===== src/rtl/vex_wb_sequencer_pkg.sv =====
// Shared types for the vector writeback sequencer.
// Metadata layout and class ids used by issue and writeback.
package cellrv32_package;

  localparam int VEX_CLS_ALU    = 0;
  localparam int VEX_CLS_MULDIV = 1;
  localparam int VEX_CLS_FP     = 2;

  localparam int VEX_AW    = 5;
  localparam int VEX_LANES = 8;

  typedef struct packed {
    logic [VEX_AW-1:0]    dst;
    logic                 head;
    logic                 tail;
    logic [VEX_LANES-1:0] mask;
  } vex_wb_meta_t;

endpackage


===== src/rtl/vex_wb_sequencer_fifo.sv =====
// In-order metadata queue for one completion class.
// Pointers carry one wrap bit to tell full from empty.
module vex_meta_fifo
  import cellrv32_package::*;
#(
  parameter type T     = vex_wb_meta_t,
  parameter int  DEPTH = 4
) (
  input  logic clk,
  input  logic rst_n,
  input  logic clr_i,
  input  logic push_i,
  input  logic pop_i,
  input  T     din_i,
  output T     dout_o,
  output logic full_o,
  output logic empty_o
);

  localparam int PW = $clog2(DEPTH);

  logic [PW:0] wptr_q, wptr_d;
  logic [PW:0] rptr_q, rptr_d;
  T            mem_q [DEPTH];

  always_comb begin
    wptr_d = wptr_q + (PW+1)'(push_i);
    rptr_d = rptr_q + (PW+1)'(pop_i);
    if (clr_i) begin
      wptr_d = '0;
      rptr_d = '0;
    end
  end

  always_ff @(posedge clk) begin
    if (!rst_n) begin
      wptr_q <= '0;
      rptr_q <= '0;
    end else begin
      wptr_q <= wptr_d;
      rptr_q <= rptr_d;
    end
  end

  always_ff @(posedge clk) begin
    if (push_i && !clr_i)
      mem_q[wptr_q[PW-1:0]] <= din_i;
  end

  assign dout_o  = mem_q[rptr_q[PW-1:0]];
  assign empty_o = (wptr_q == rptr_q);
  assign full_o  = (wptr_q[PW] != rptr_q[PW]) &&
                   (wptr_q[PW-1:0] == rptr_q[PW-1:0]);

endmodule


===== src/rtl/vex_wb_sequencer.sv =====
// Vector writeback sequencer: per-class metadata queues,
// round-robin completion arbiter and VRF write register.
module vex_wb_sequencer
  import cellrv32_package::*;
#(
  parameter int VECTOR_REGISTERS = 32,
  parameter int VECTOR_LANES     = 8,
  parameter int XLEN             = 32,
  parameter int NUM_CLASSES      = 3,
  parameter int QDEPTH           = 4,
  localparam int AW = $clog2(VECTOR_REGISTERS),
  localparam int L  = VECTOR_LANES,
  localparam int C  = NUM_CLASSES,
  localparam int CW = (C > 1) ? $clog2(C) : 1
) (
  input  logic              clk,
  input  logic              rst_n,
  input  logic              flush_i,
  input  logic              issue_valid_i,
  output logic              issue_ready_o,
  input  logic [CW-1:0]     issue_class_i,
  input  logic [AW-1:0]     issue_dst_i,
  input  logic              issue_head_i,
  input  logic              issue_end_i,
  input  logic [L-1:0]      issue_mask_i,
  input  logic [C-1:0]      cmp_valid_i,
  output logic [C-1:0]      cmp_ready_o,
  input  logic [C*L*XLEN-1:0] cmp_data_i,
  input  logic [C*5-1:0]    cmp_fflags_i,
  output logic [L-1:0]      wr_en_o,
  output logic [AW-1:0]     wr_addr_o,
  output logic [L*XLEN-1:0] wr_data_o,
  output logic              wr_head_o,
  output logic              wr_end_o,
  output logic [4:0]        fflags_o,
  output logic              err_o,
  output logic              idle_o
);

  typedef struct packed {
    logic [AW-1:0] dst;
    logic          head;
    logic          tail;
    logic [L-1:0]  mask;
  } meta_t;

  meta_t          din;
  meta_t          dout [C];
  logic [C-1:0]   full, empty, push, grant, elig;
  logic [CW-1:0]  ptr_q, win, win_nxt;
  logic           found, legal, ready_cls, err_set;
  logic [L-1:0]   wr_en_q;
  logic [AW-1:0]  wr_addr_q;
  logic [L*XLEN-1:0] wr_data_q;
  logic           wr_head_q, wr_end_q, err_q, gnt_q;
  logic [4:0]     fflags_q;
  int             idx;

  assign din  = '{dst: issue_dst_i, head: issue_head_i,
                  tail: issue_end_i, mask: issue_mask_i};
  assign elig = cmp_valid_i & ~empty;

  // Search starts at the pointer so the last winner goes to the back.
  always_comb begin
    found = 1'b0;
    win   = '0;
    idx   = 0;
    for (int i = 0; i < C; i++) begin
      idx = (int'(ptr_q) + i) % C;
      if (!found && elig[idx]) begin
        found = 1'b1;
        win   = CW'(idx);
      end
    end
    win_nxt = (int'(win) == C - 1) ? '0 : win + CW'(1);
  end

  always_comb begin
    legal     = 32'(issue_class_i) < 32'(C);
    ready_cls = 1'b0;
    for (int c = 0; c < C; c++) begin
      grant[c] = found && (win == CW'(c));
      if (issue_class_i == CW'(c))
        ready_cls = ~full[c] | grant[c];
    end
    issue_ready_o = legal ? (ready_cls & ~flush_i) : 1'b1;
    for (int c = 0; c < C; c++)
      push[c] = issue_valid_i & legal & ~flush_i &
                (issue_class_i == CW'(c)) & (~full[c] | grant[c]);
    err_set = (|(cmp_valid_i & empty)) | (issue_valid_i & ~legal);
  end

  for (genvar g = 0; g < C; g++) begin : g_q
    vex_meta_fifo #(.T(meta_t), .DEPTH(QDEPTH)) u_q (
      .clk    (clk),
      .rst_n  (rst_n),
      .clr_i  (flush_i),
      .push_i (push[g]),
      .pop_i  (grant[g]),
      .din_i  (din),
      .dout_o (dout[g]),
      .full_o (full[g]),
      .empty_o(empty[g])
    );
  end

  always_ff @(posedge clk) begin
    if (!rst_n) begin
      ptr_q     <= '0;
      wr_en_q   <= '0;
      wr_addr_q <= '0;
      wr_data_q <= '0;
      wr_head_q <= 1'b0;
      wr_end_q  <= 1'b0;
      fflags_q  <= '0;
      err_q     <= 1'b0;
      gnt_q     <= 1'b0;
    end else begin
      err_q     <= err_q | err_set;
      gnt_q     <= found & ~flush_i;
      wr_en_q   <= '0;
      wr_head_q <= 1'b0;
      wr_end_q  <= 1'b0;
      if (flush_i)
        ptr_q <= '0;
      else if (found)
        ptr_q <= win_nxt;
      if (found && !flush_i) begin
        wr_en_q   <= dout[win].mask;
        wr_addr_q <= dout[win].dst;
        wr_head_q <= dout[win].head;
        wr_end_q  <= dout[win].tail;
        wr_data_q <= cmp_data_i[int'(win)*L*XLEN +: L*XLEN];
        fflags_q  <= cmp_fflags_i[int'(win)*5 +: 5];
      end
    end
  end

  assign cmp_ready_o = grant;
  assign wr_en_o     = wr_en_q;
  assign wr_addr_o   = wr_addr_q;
  assign wr_data_o   = wr_data_q;
  assign wr_head_o   = wr_head_q;
  assign wr_end_o    = wr_end_q;
  assign fflags_o    = fflags_q;
  assign err_o       = err_q;
  assign idle_o      = (&empty) & ~gnt_q;

endmodule


===== config.mk =====
export PLATFORM = sky130hd
export DESIGN_NAME = vex_wb_sequencer
export DESIGN_NICKNAME = d
export VERILOG_FILES = /design/src/rtl/vex_wb_sequencer_pkg.sv /design/src/rtl/vex_wb_sequencer_fifo.sv /design/src/rtl/vex_wb_sequencer.sv
export SDC_FILE = /design/constraint.sdc
export NUM_CORES = 1
export LEC_CHECK = 0
export ABC_CLOCK_PERIOD_IN_PS = 3200
export BUFFER_PORTS_ARGS = -buffer_cell sky130_fd_sc_hd__buf_2
export CAP_MARGIN = 20
export CORE_AREA = 8 8 414 416
export CTS_CLUSTER_SIZE = 20
export DETAILED_ROUTE_END_ITERATION = 6
export DIE_AREA = 0 0 422 424
export PLACE_DENSITY_LB_ADDON = 0.25
export RECOVER_POWER = 100
export SYNTH_ARGS = -nofsm -noshare
export SYNTH_HDL_FRONTEND = slang
export SYNTH_SLANG_ARGS = --single-unit

===== constraint.sdc =====
create_clock -name clk -period 3.2 [get_ports clk]
set_input_delay 0.48 -clock clk [delete_from_list [all_inputs] [get_ports clk]]
set_output_delay 0.48 -clock clk [all_outputs]
set_load 0.03 [all_outputs]

Word-level counts from Yosys, hierarchy flattened. Memories as Yosys holds them, arrays and structs flattened. A register that Yosys moved wholly into a read port is not among the register bits. Cells that the tools add are included.

Input bits: 807. Output and inout port bits: 282. RAM bits: 180. Logic and storage cells: 133. Memories kept: 3. Flip-flop bits (word level): 298.

Equality and inequality tests: 14. Multipliers: 1. $lt $le $gt $ge: 5. Shifts and indexed selects: 2. Add/subtract/negate cells: 9. Muxes and demuxes: 32. Reductions and logical operators: 21. Bitwise gates (word level): 28. Div/mod/pow operators: 3.

Memory list: g_q[0].u_q.mem_q (depth 4, width 15, read ports 1, clocked after Yosys merged registers in 1, wr ports 1, line vex_wb_sequencer_fifo.sv:24) `T mem_q [DEPTH];`; g_q[1].u_q.mem_q (depth 4, width 15, read ports 1, clocked after Yosys merged registers in 1, wr ports 1, line vex_wb_sequencer_fifo.sv:24); g_q[2].u_q.mem_q (depth 4, width 15, read ports 1, clocked after Yosys merged registers in 1, wr ports 1, line vex_wb_sequencer_fifo.sv:24).

Operators by type and width (count): $shiftx A768 B11 Y256 (1); $lt A32 B4 Y1 const B (3); $mod A32 B3 Y32 const B (2); $mod A3 B3 Y32 const B (1); $bmux W15 S2 (1); $mux W15 (2); $mux W1 (19); $add A3 B1 Y3 (6); $shiftx A15 B6 Y5 (1); $mux W2 (7); $and A1 B1 Y1 (12); $logic_and A1 B1 Y1 (12); $eq A3 B3 Y1 (3); $not A1 Y1 (7); $and A3 B3 Y3 (2); $bmux W1 S2 (3); $eq A2 B2 Y1 (3); $eq A2 B2 Y1 const B (3); $mul A2 B3 Y5 const B (1); $or A1 B1 Y1 (5); $eq A2 B1 Y1 const B (2); $logic_not A2 Y1 (2); $add A2 B1 Y3 const B (1); $add A2 B2 Y3 const B (1); 11 further kinds (15).

Depth between registers and ports, before layout. Gate-level depths: netlist of run 1.

Depth after elaboration: 21. Mapped depth: 15. Depth with buffers taken out: 12.

Hierarchy. A second synthesis of run 1 with hierarchy kept.

Cell total of the unflattened synthesis: 2353. Area total of the unflattened synthesis: 22813.1 µm².

Modules (own cells, without submodules): vex_wb_sequencer (sequential area each 5605.4 µm², area each 15272.1 µm², instances 1, cells each 2029); vex_meta_fifo (sequential area each 1921.8 µm², area each 2513.7 µm², instances 3, cells each 108).

Worst setup path after synthesis of run 1. OpenSTA, ideal clock, no wires.

Path kind: flip-flop to flip-flop. From: register ptr_q[0]. To: memory g_q[1].u_q.mem_q[2][0] (netlist name), enable pin. Cell stages (with the launch flop): 10. Path buffers: 1. Library setup time: 0.409 ns. Clock period less this slack: 3.432 ns. Data required time: 2.791 ns. Slack: -0.232 ns. Arrival time: 3.022 ns. Cell sequence: dfxtp_1 > inv_1 > ha_1 > a21bo_2 > a31oi_1 > a21oi_1 > buf_2 > o211ai_1 > nand4_1 > nor3b_1.

Word-level cells in the longest chain between the ends: 18. Elaborated cells on any way between the ends: 31. Those cells by class: add/sub: 2; div: 3; eq/ne: 1; mux: 17; bitwise: 2; reduce/logical: 6.

RTL lines: start: declaration (line vex_wb_sequencer.sv:50) `logic [CW-1:0] ptr_q, win, win_nxt;`; start signal: assignment (line vex_wb_sequencer.sv:127) `ptr_q <= win_nxt;`; parallel branches: the longest is 12 deep, another holds $mod A32 B3 Y32; $logic_and A1 B1 Y1 * (line vex_wb_sequencer.sv:82) `grant[c] = found && (win == CW'(c));`; $or A1 B1 Y1 * (line vex_wb_sequencer.sv:89) `(issue_class_i == CW'(c)) & (~full[c] | grant[c]);`; $and A1 B1 Y1 * (line vex_wb_sequencer.sv:89); $logic_and A1 B1 Y1 * (line vex_wb_sequencer_fifo.sv:46) `if (push_i && !clr_i)`; $mux W1 * (line vex_wb_sequencer_fifo.sv:46); $mux W1 (not written as such) * (line vex_wb_sequencer_fifo.sv:47) `mem_q[wptr_q[PW-1:0]] <= din_i;`; end: declaration (line vex_wb_sequencer_fifo.sv:24).

Mark *: on every way between the ends. The select of a mux whose other input is x is not followed.

Final worst setup path of run 1.
From: register g_q[1].u_q.rptr_q[0]. To: register wr_data_q[78], in the netlist wr_data_o[78].

Word-level cells in the longest chain between the ends: 14. Elaborated cells on any way between the ends: 24. Those cells by class: eq/ne: 1; shift: 1; mux: 15; bitwise: 2; reduce/logical: 5.

RTL lines: start: declaration (line vex_wb_sequencer_fifo.sv:23) `logic [PW:0] rptr_q, rptr_d;`; start signal: assignment (line vex_wb_sequencer_fifo.sv:41) `rptr_q <= rptr_d;`; $eq A3 B3 Y1 * (line vex_wb_sequencer_fifo.sv:51) `assign empty_o = (wptr_q == rptr_q);`; $not A3 Y3 * (line vex_wb_sequencer.sv:61) `assign elig = cmp_valid_i & ~empty;`; $and A3 B3 Y3 * (line vex_wb_sequencer.sv:61); $bmux W1 S2 (line vex_wb_sequencer.sv:70) `if (!found && elig[idx]) begin`; $mux W1 (not written as such) (2 in a row) (line vex_wb_sequencer.sv:70); $mux W1 (line vex_wb_sequencer.sv:70); $logic_not A1 Y1 (line vex_wb_sequencer.sv:70); $logic_and A1 B1 Y1 (line vex_wb_sequencer.sv:70); $mux W1 (line vex_wb_sequencer.sv:70); $logic_not A1 Y1 (line vex_wb_sequencer.sv:70); $logic_and A1 B1 Y1 (line vex_wb_sequencer.sv:70); $mux W2 or $mux W1 (tied branches) (line vex_wb_sequencer.sv:70); $shiftx A768 B11 Y256 or $logic_and A1 B1 Y1 (tied branches) (line vex_wb_sequencer.sv:133, vex_wb_sequencer.sv:128); end signal: assignment (line vex_wb_sequencer.sv:133) `wr_data_q <= cmp_data_i[int'(win)*L*XLEN +: L*XLEN];`; end: declaration (line vex_wb_sequencer.sv:54) `logic [L*XLEN-1:0] wr_data_q;`.

Mark *: on every way between the ends. The rest lies on a longest branch, timed or not. The select of a mux whose other input is x is not followed. A chain may end at the register's enable or synchronous reset.

==> reports/metrics.csv, run 1 <==
metric,value,unit
status,finished with violations,
failing checks,negative setup slack,
Post-Syn Area,25400,um^2
sequential cell area fraction in the yosys report,0.448,
Placed Area,33800,um^2
FP Rows,149,
area delta synth->final,41.3,%
clock root cell,clkbuf_16,
Antenna Nets Post-Route,0,
"slowest stage cell, crit path",a21boi_0,
asr flop ratio synth,0,
post-route DRC violation count,0,
vias in the first global route,25557,
first-pass GRT wire length,215000,um
ys flop type,dfxtp_1,
Max IR drop VDD,331,uV
I/O pin count,1089,
CTS tree,yes,
Slew Limit Headroom,0.232,
drt pass-1 iters,7,
CTS Buf Count,67,
Final #Nets,4350,
hold slack,0.152,ns
Hold Fails Final Rpt,0,
DR iter-0 viols,2198,
worst r2r src,g_q[1].u_q.rptr_q[0],
PwrDens,449,nW/um^2
core area,164000,um^2
startpoint types,flip-flop,
Worst Path Arrival,3.86,ns
Tightest Pin Transition,1.16,ns
R2R setup slack,-0.08,ns
leak pwr,14.0,nW
Max clock buf depth,3,
syn_area_per_cell,10.1,um^2
Max Transition Viols Final,0,
routed via count,25644,
Die H,424,um
Worst R2R Path Depth,12,
Synth Register Bits,478,
Critical Path Fanout Max,65,
post-route setup slack,-0.0844,ns
final instance area,35900,um^2
time the worst path needs with I/O delays and setup,3.28,ns
die footprint,179000,um^2
Crit path max-delay family,compound AO/OA/AOI/OAI gates,
Mapped Cells,2516,
clock-pin slew on the worst setup and hold paths,0.05,ns
Final GP Congestion,0.939,
most instantiated cells after synthesis,"298 x dfxtp_1, 274 x nand2_1, 252 x o22ai_1",
WS Path Type,reg -> reg,
Worst Hold Depth,3,
# Max-Cap Violations,0,
critical path required time,3.77,ns
Worst R2R End,wr_data_o[78],
crit-path max cell delay,0.51,ns
RSZ-0062 raised after global routing,true,
share of cells above drive strength 1,0.378,
starting density of the core,0.154,
fin crit share,1.03,
hold_sp,cmp_data_i[76],
HP Class,in -> reg,
clk_lat worst skew,0.65,ns
main area contributors after synthesis,"dfxtp_1 24%, edfxtp_1 21%, a22oi_2 8.6%",
pin count of the biggest net entering global routing,81,
Syn Nets,3337,
DRT Wirelength,159000,um
"EDFF count, synth",180,
global router's overall resource usage,0.166,
Die Wd,422,um
GR Overflow Total,0,
fmax,0.304,GHz
crit path capture type,flip-flop,
Synth warnings,0,
Final Skew,0.0303,ns
initial antenna violation count,41,
cell accounting for the most synthesized area,dfxtp_1,
vias per inst,4.43,
top cell type's share of synthesized area,0.235,
Min-Delay Endpoint,wr_data_o[76],
"Setup violations, final",4,
Synth cell types,58,
Port Buffer Count,1088,
dpl hpwl,125000,um
pre-CTS setup slack,-0.109,ns
DR WL/cell,27.4,um
CTS H-tree depth,3,
most frequent cell after synthesis,dfxtp_1,
CP bufs+invs,6,
final core utilization,0.218,
"Cell Chain, Critical Path",xor2_2 > o31a_4 > buf_4 > buf_4 > and2_0 > buf_4 > buf_12 > buf_12 > buf_12 > a21boi_0 > o22ai_1 > a22oi_2,
CTS Sinks,478,
==> report_power, final <==
group	internal, mW	switching [mW]
Sequential	6.39	0.0527
Clock	4.95	3.06
Combinational	0.668	0.981
Total	12.0	4.10
==> final cells by class <==
class                      count  area (um^2)
antenna                       15         37.5
clock buffer                  90         1840
clock inverter                29          468
fill                       18343       129000
inverter                      11         50.0
multi-input combinational   1720        12400
sequential                   478        11400
tap                         2189         2740
timing repair buffer        1251         6910
==> registers in the layout, indices dropped and copies added (netlist names) <==
name,cells
wr_data_o,256
g_q.u_q.mem_q,180
g_q.u_q.rptr_q,9
g_q.u_q.wptr_q,9
wr_en_o,8
fflags_o,5
wr_addr_o,5
ptr_q,2
err_o,1
gnt_q,1
wr_end_o,1
wr_head_o,1
==> kinds of logic (layout without fill, tap and decap cells) <==
family,count (synthesis),in the layout,share of synthesized area
other cells,0,15,0
mux,55,55,0.0439
xor+xnor,18,18,0.00740
simple gates,613,613,0.113
fa+ha+maj,14,14,0.00690
compound gates,1020,1020,0.312
flops,478,478,0.448
buf+inv,318,1381,0.0695
==> cells in the final DEF (no fill, tap or decap), types with 6 or more instances in the layout <==
| master | count |
|---|---|
| buf_2 | 793 |
| clkbuf_1 | 311 |
| dfxtp_1 | 291 |
| nand2_1 | 272 |
| o22ai_1 | 252 |
| nand3_1 | 187 |
| o21ai_0 | 187 |
| edfxtp_1 | 180 |
| a21boi_0 | 176 |
| a22oi_2 | 174 |
| buf_4 | 102 |
| a211oi_1 | 90 |
| and3_1 | 82 |
| clkbuf_16 | 67 |
| o211ai_1 | 63 |
| buf_12 | 49 |
| mux4_2 | 45 |
| nor2_1 | 24 |
| o211ai_2 | 20 |
| diode_2 | 15 |
| ha_1 | 12 |
| and2_1 | 11 |
| bufinv_16 | 11 |
| clkinv_2 | 11 |
| o22ai_2 | 10 |
| mux2i_1 | 10 |
| inv_1 | 8 |
| clkbuf_8 | 8 |
| clkbuf_2 | 7 |
| nor2b_1 | 6 |
| nor3b_2 | 6 |
| a22oi_1 | 6 |
| xnor2_1 | 6 |
==> what timing repair did <==
item / CTS / global route
gates resized for setup: 27 / 9
endpoints found under the setup margin: 5 / 4
pin swaps: 6 / 6
buffers inserted: 10 / 1
hold endpoints to repair: 0 / 0
hold buffers: 0 / 0
==> worst max-delay path by stage <==
stage	endpoint	slack (ns)	startpoint	depth (start not counted)
global route	issue_ready_o	-0.23	g_q[2].u_q.rptr_q[2]	7
detailed placement	wr_data_o[74]	-0.11	g_q[1].u_q.wptr_q[1]	9
floorplan	g_q[1].u_q.mem_q[2][0]	-0.23	ptr_q[0]	9
global placement	wr_data_o[74]	-0.12	ptr_q[0]	10
CTS	issue_ready_o	-0.20	g_q[1].u_q.rptr_q[0]	7
finish	wr_data_o[78]	-0.08	g_q[1].u_q.rptr_q[0]	12
==> per-layer routing <==
| layer | GRT usage | up-vias | share of wire |
|---|---|---|---|
| met5 | 0 | - | 0.00025 |
| met4 | 0.0366 | 8 | 0.023 |
| met3 | 0.0387 | 213 | 0.069 |
| met2 | 0.287 | 1038 | 0.49 |
| met1 | 0.210 | 12668 | 0.42 |
| li1 | - | 11717 | - |
==> worst min-delay path: stages <==
cell,delay (ns)
buf_2,0.09
a211oi_1,0.06
o22ai_1,0.11
==> per-stage QoR <==
stage	setup TNS [ns]	instances	power, mW
after floorplan	-8.19	2516	7.24
after detailed placement	-0.109	5639	8.24
final	-0.176	5783	16.1
after global routing	-5.10	5778	16.8
after CTS	-0.268	5768	16.5
after global placement	-0.203	5639	8.25
(Power assumes the default switching activity.)
==> run 2, diff against run 1 <==
--- a/config.mk
+++ b/config.mk
@@ -12,7 +12,6 @@
 export CTS_CLUSTER_SIZE = 20
 export DETAILED_ROUTE_END_ITERATION = 6
 export DIE_AREA = 0 0 422 424
-export PLACE_DENSITY_LB_ADDON = 0.25
 export RECOVER_POWER = 100
 export SYNTH_ARGS = -nofsm -noshare
 export SYNTH_HDL_FRONTEND = slang
==> reports/metrics.csv, run 2 (synthesis results as in run 1) <==
metric,value,unit,change
area delta synth->final,39.9,%,
Die Wd,422,um,unchanged
Final #Nets,4311,,-0.90%
CTS Sinks,478,,unchanged
first-pass GRT wire length,224000,um,+4.1%
"Setup violations, final",1,,-3
DR iter-0 viols,2374,,+8.0%
RSZ-0062 raised after global routing,true,,
die footprint,179000,um^2,unchanged
"most common cell after layout, fill and taps aside",buf_2,,
Placed Area,33500,um^2,-1.0%
leak pwr,13.8,nW,-1.7%
post-route setup slack,-0.173,ns,-0.0886 ns
CTS Buf Count,57,,-15%
clock root cell,clkbuf_16,,
Final Skew,0.0678,ns,+0.0375 ns
Antenna Nets Post-Route,0,,unchanged
global router's overall resource usage,0.176,,+0.00985
"Cell Chain, Critical Path",xor2_4 > o31a_4 > o31a_1 > o311a_1 > or4_4 > nand2_4 > buf_6,,
Critical Path Fanout Max,2,,-97%
Hold Fails Final Rpt,0,,unchanged
CTS tree,yes,,
clock-pin slew on the worst setup and hold paths,0.06,ns,about the same
critical path required time,2.72,ns,-1.05 ns
Crit path depth,7,,-5
status,finished with violations,,
crit path capture type,primary output,,
# Max-Cap Violations,0,,unchanged
Max IR drop VDD,403,uV,+22%
dpl hpwl,134000,um,+7.1%
GR Overflow Total,0,,unchanged
pin count of the biggest net entering global routing,164,,+100%
Worst Path Arrival,2.89,ns,-0.97 ns
Port Buffer Count,1088,,unchanged
DRT Wirelength,169000,um,+6.2%
time the worst path needs with I/O delays and setup,3.37,ns,+0.0886 ns
core area,164000,um^2,unchanged
CTS H-tree depth,2,,-1
vias in the first global route,25553,,-0.016%
final core utilization,0.216,,-0.00222
HP Class,in -> reg,,
Crit. Startpoint,g_q[1].u_q.rptr_q[0],,
Max clock buf depth,3,,unchanged
Slew Limit Headroom,0.183,,-0.0483
cts-stage hold buffer count,0,,unchanged
FP Rows,149,,unchanged
share of cells above drive strength 1,0.375,,-0.00381
fin crit share,1.05,,+0.0277
Pwr Total,15.0,mW,-6.9%
Worst R2R End,fflags_o[0],,
routed via count,26083,,+1.7%
most frequent cells in the layout,"792 x buf_2, 306 x clkbuf_1, 289 x dfxtp_1, 272 x nand2_1, 251 x o22ai_1",,
Final GP Congestion,0.978,,+4.2%
post-route DRC violation count,0,,unchanged
busiest grt layer,met2,,
starting density of the core,0.154,,unchanged
worst setup path endpoint,issue_ready_o,,
GRT met3 Usage,0.0647,,+0.0260
hold_sp,cmp_data_i[57],,
max reg flops,256,,unchanged
CP bufs+invs,1,,-5
failing checks,negative setup slack,,
PwrDens,422,nW/um^2,-5.9%
initial antenna violation count,92,,+120%
clk_lat worst skew,0.69,ns,+0.04 ns
Die H,424,um,unchanged
Worst R2R Path Depth,13,,+1
R2R setup slack,0,ns,+0.08 ns
startpoint types,flip-flop,,
drt pass-1 iters,6,,-1
DR WL/cell,29.2,um,+6.5%
worst r2r src,ptr_q[0],,
WS Path Type,reg -> out,,
I/O pin count,1089,,unchanged
fmax,0.296,GHz,-2.6%
"slowest stage cell, crit path",or4_4,,
vias per inst,4.52,,+2.0%
Crit path max-delay family,compound AO/OA/AOI/OAI gates,,
final instance area,35500,um^2,-1.0%
Tightest Pin Transition,1.23,ns,+0.0728 ns
crit-path max cell delay,0.44,ns,-0.07 ns
met1 GRT Util,0.214,,+0.00440
met2 usage,0.287,,-0.000488
Max Transition Viols Final,0,,unchanged
==> run 2: timing repair <==
| item | CTS | global route |
|---|---|---|
| setup buffers | 7 | 6 |
| cloned | 2 | 0 |
| gates resized for setup | 30 | 16 |
| pin swaps | 8 | 6 |
| endpoints found under the setup margin | 12 | 165 |
==> run 2: area by class of cell <==
type	count	area (um^2)
Fill cell	18274	129000
Multi-Input combinational cell	1720	12500
Sequential cell	478	11400
Timing Repair Buffer	1222	6770
Tap cell	2189	2740
Clock buffer	78	1580
Clock inverter	29	375
Antenna cell	39	97.6
Inverter	11	50.0
==> run 2: per-stage QoR <==
step                TNS [ns]  setup slack [ns]  instances  hold slack (ns)
floorplan              -8.19            -0.232       2516            0.481
global placement       -1.73            -0.324       5605            0.447
detailed placement    -0.686            -0.261       5605            0.450
CTS                   -0.361            -0.213       5721           0.0209
global route           -9.99            -0.253       5751           0.0482
finish                -0.173            -0.173       5766            0.111
==> run 2: where the power goes <==
part	internal (mW)	total, mW	switching (mW)	leakage [nW]
logic	0.662	1.67	1.01	8.81
registers	6.38	6.43	0.0445	4.03
clock network	3.95	6.89	2.93	0.948
==> run 2: metal layers <==
metal,share of wire,vias up
met4,0.035,28
met2,0.47,1207
met3,0.10,243
met5,0.0010,-
li1,-,11664
met1,0.40,12941
==> run 2: worst min-delay path by stage <==
stage | to | slack [ns] | cells past startpoint
6_report | wr_data_o[57] | 0.11 | 3
5_1_grt | wr_data_o[44] | 0.05 | 3
4_1_cts | wr_data_o[57] | 0.02 | 3
3_5_place_dp | wr_data_o[130] | 0.45 | 2
3_3_place_gp | wr_data_o[207] | 0.45 | 2
2_1_floorplan | ptr_q[1] | 0.48 | 2
==> run 2: worst reg2reg max path: stages, from the launching register on <==
cell      delay [ns]
dfxtp_4         0.37
inv_1           0.07
ha_4            0.25
buf_4           0.14
nand2_1         0.08
o211ai_1        0.12
buf_4           0.18
and2_4          0.16
buf_4           0.16
buf_12          0.15
buf_4           0.31
and3_1          0.19
a211oi_1        0.71
o22ai_1         0.19
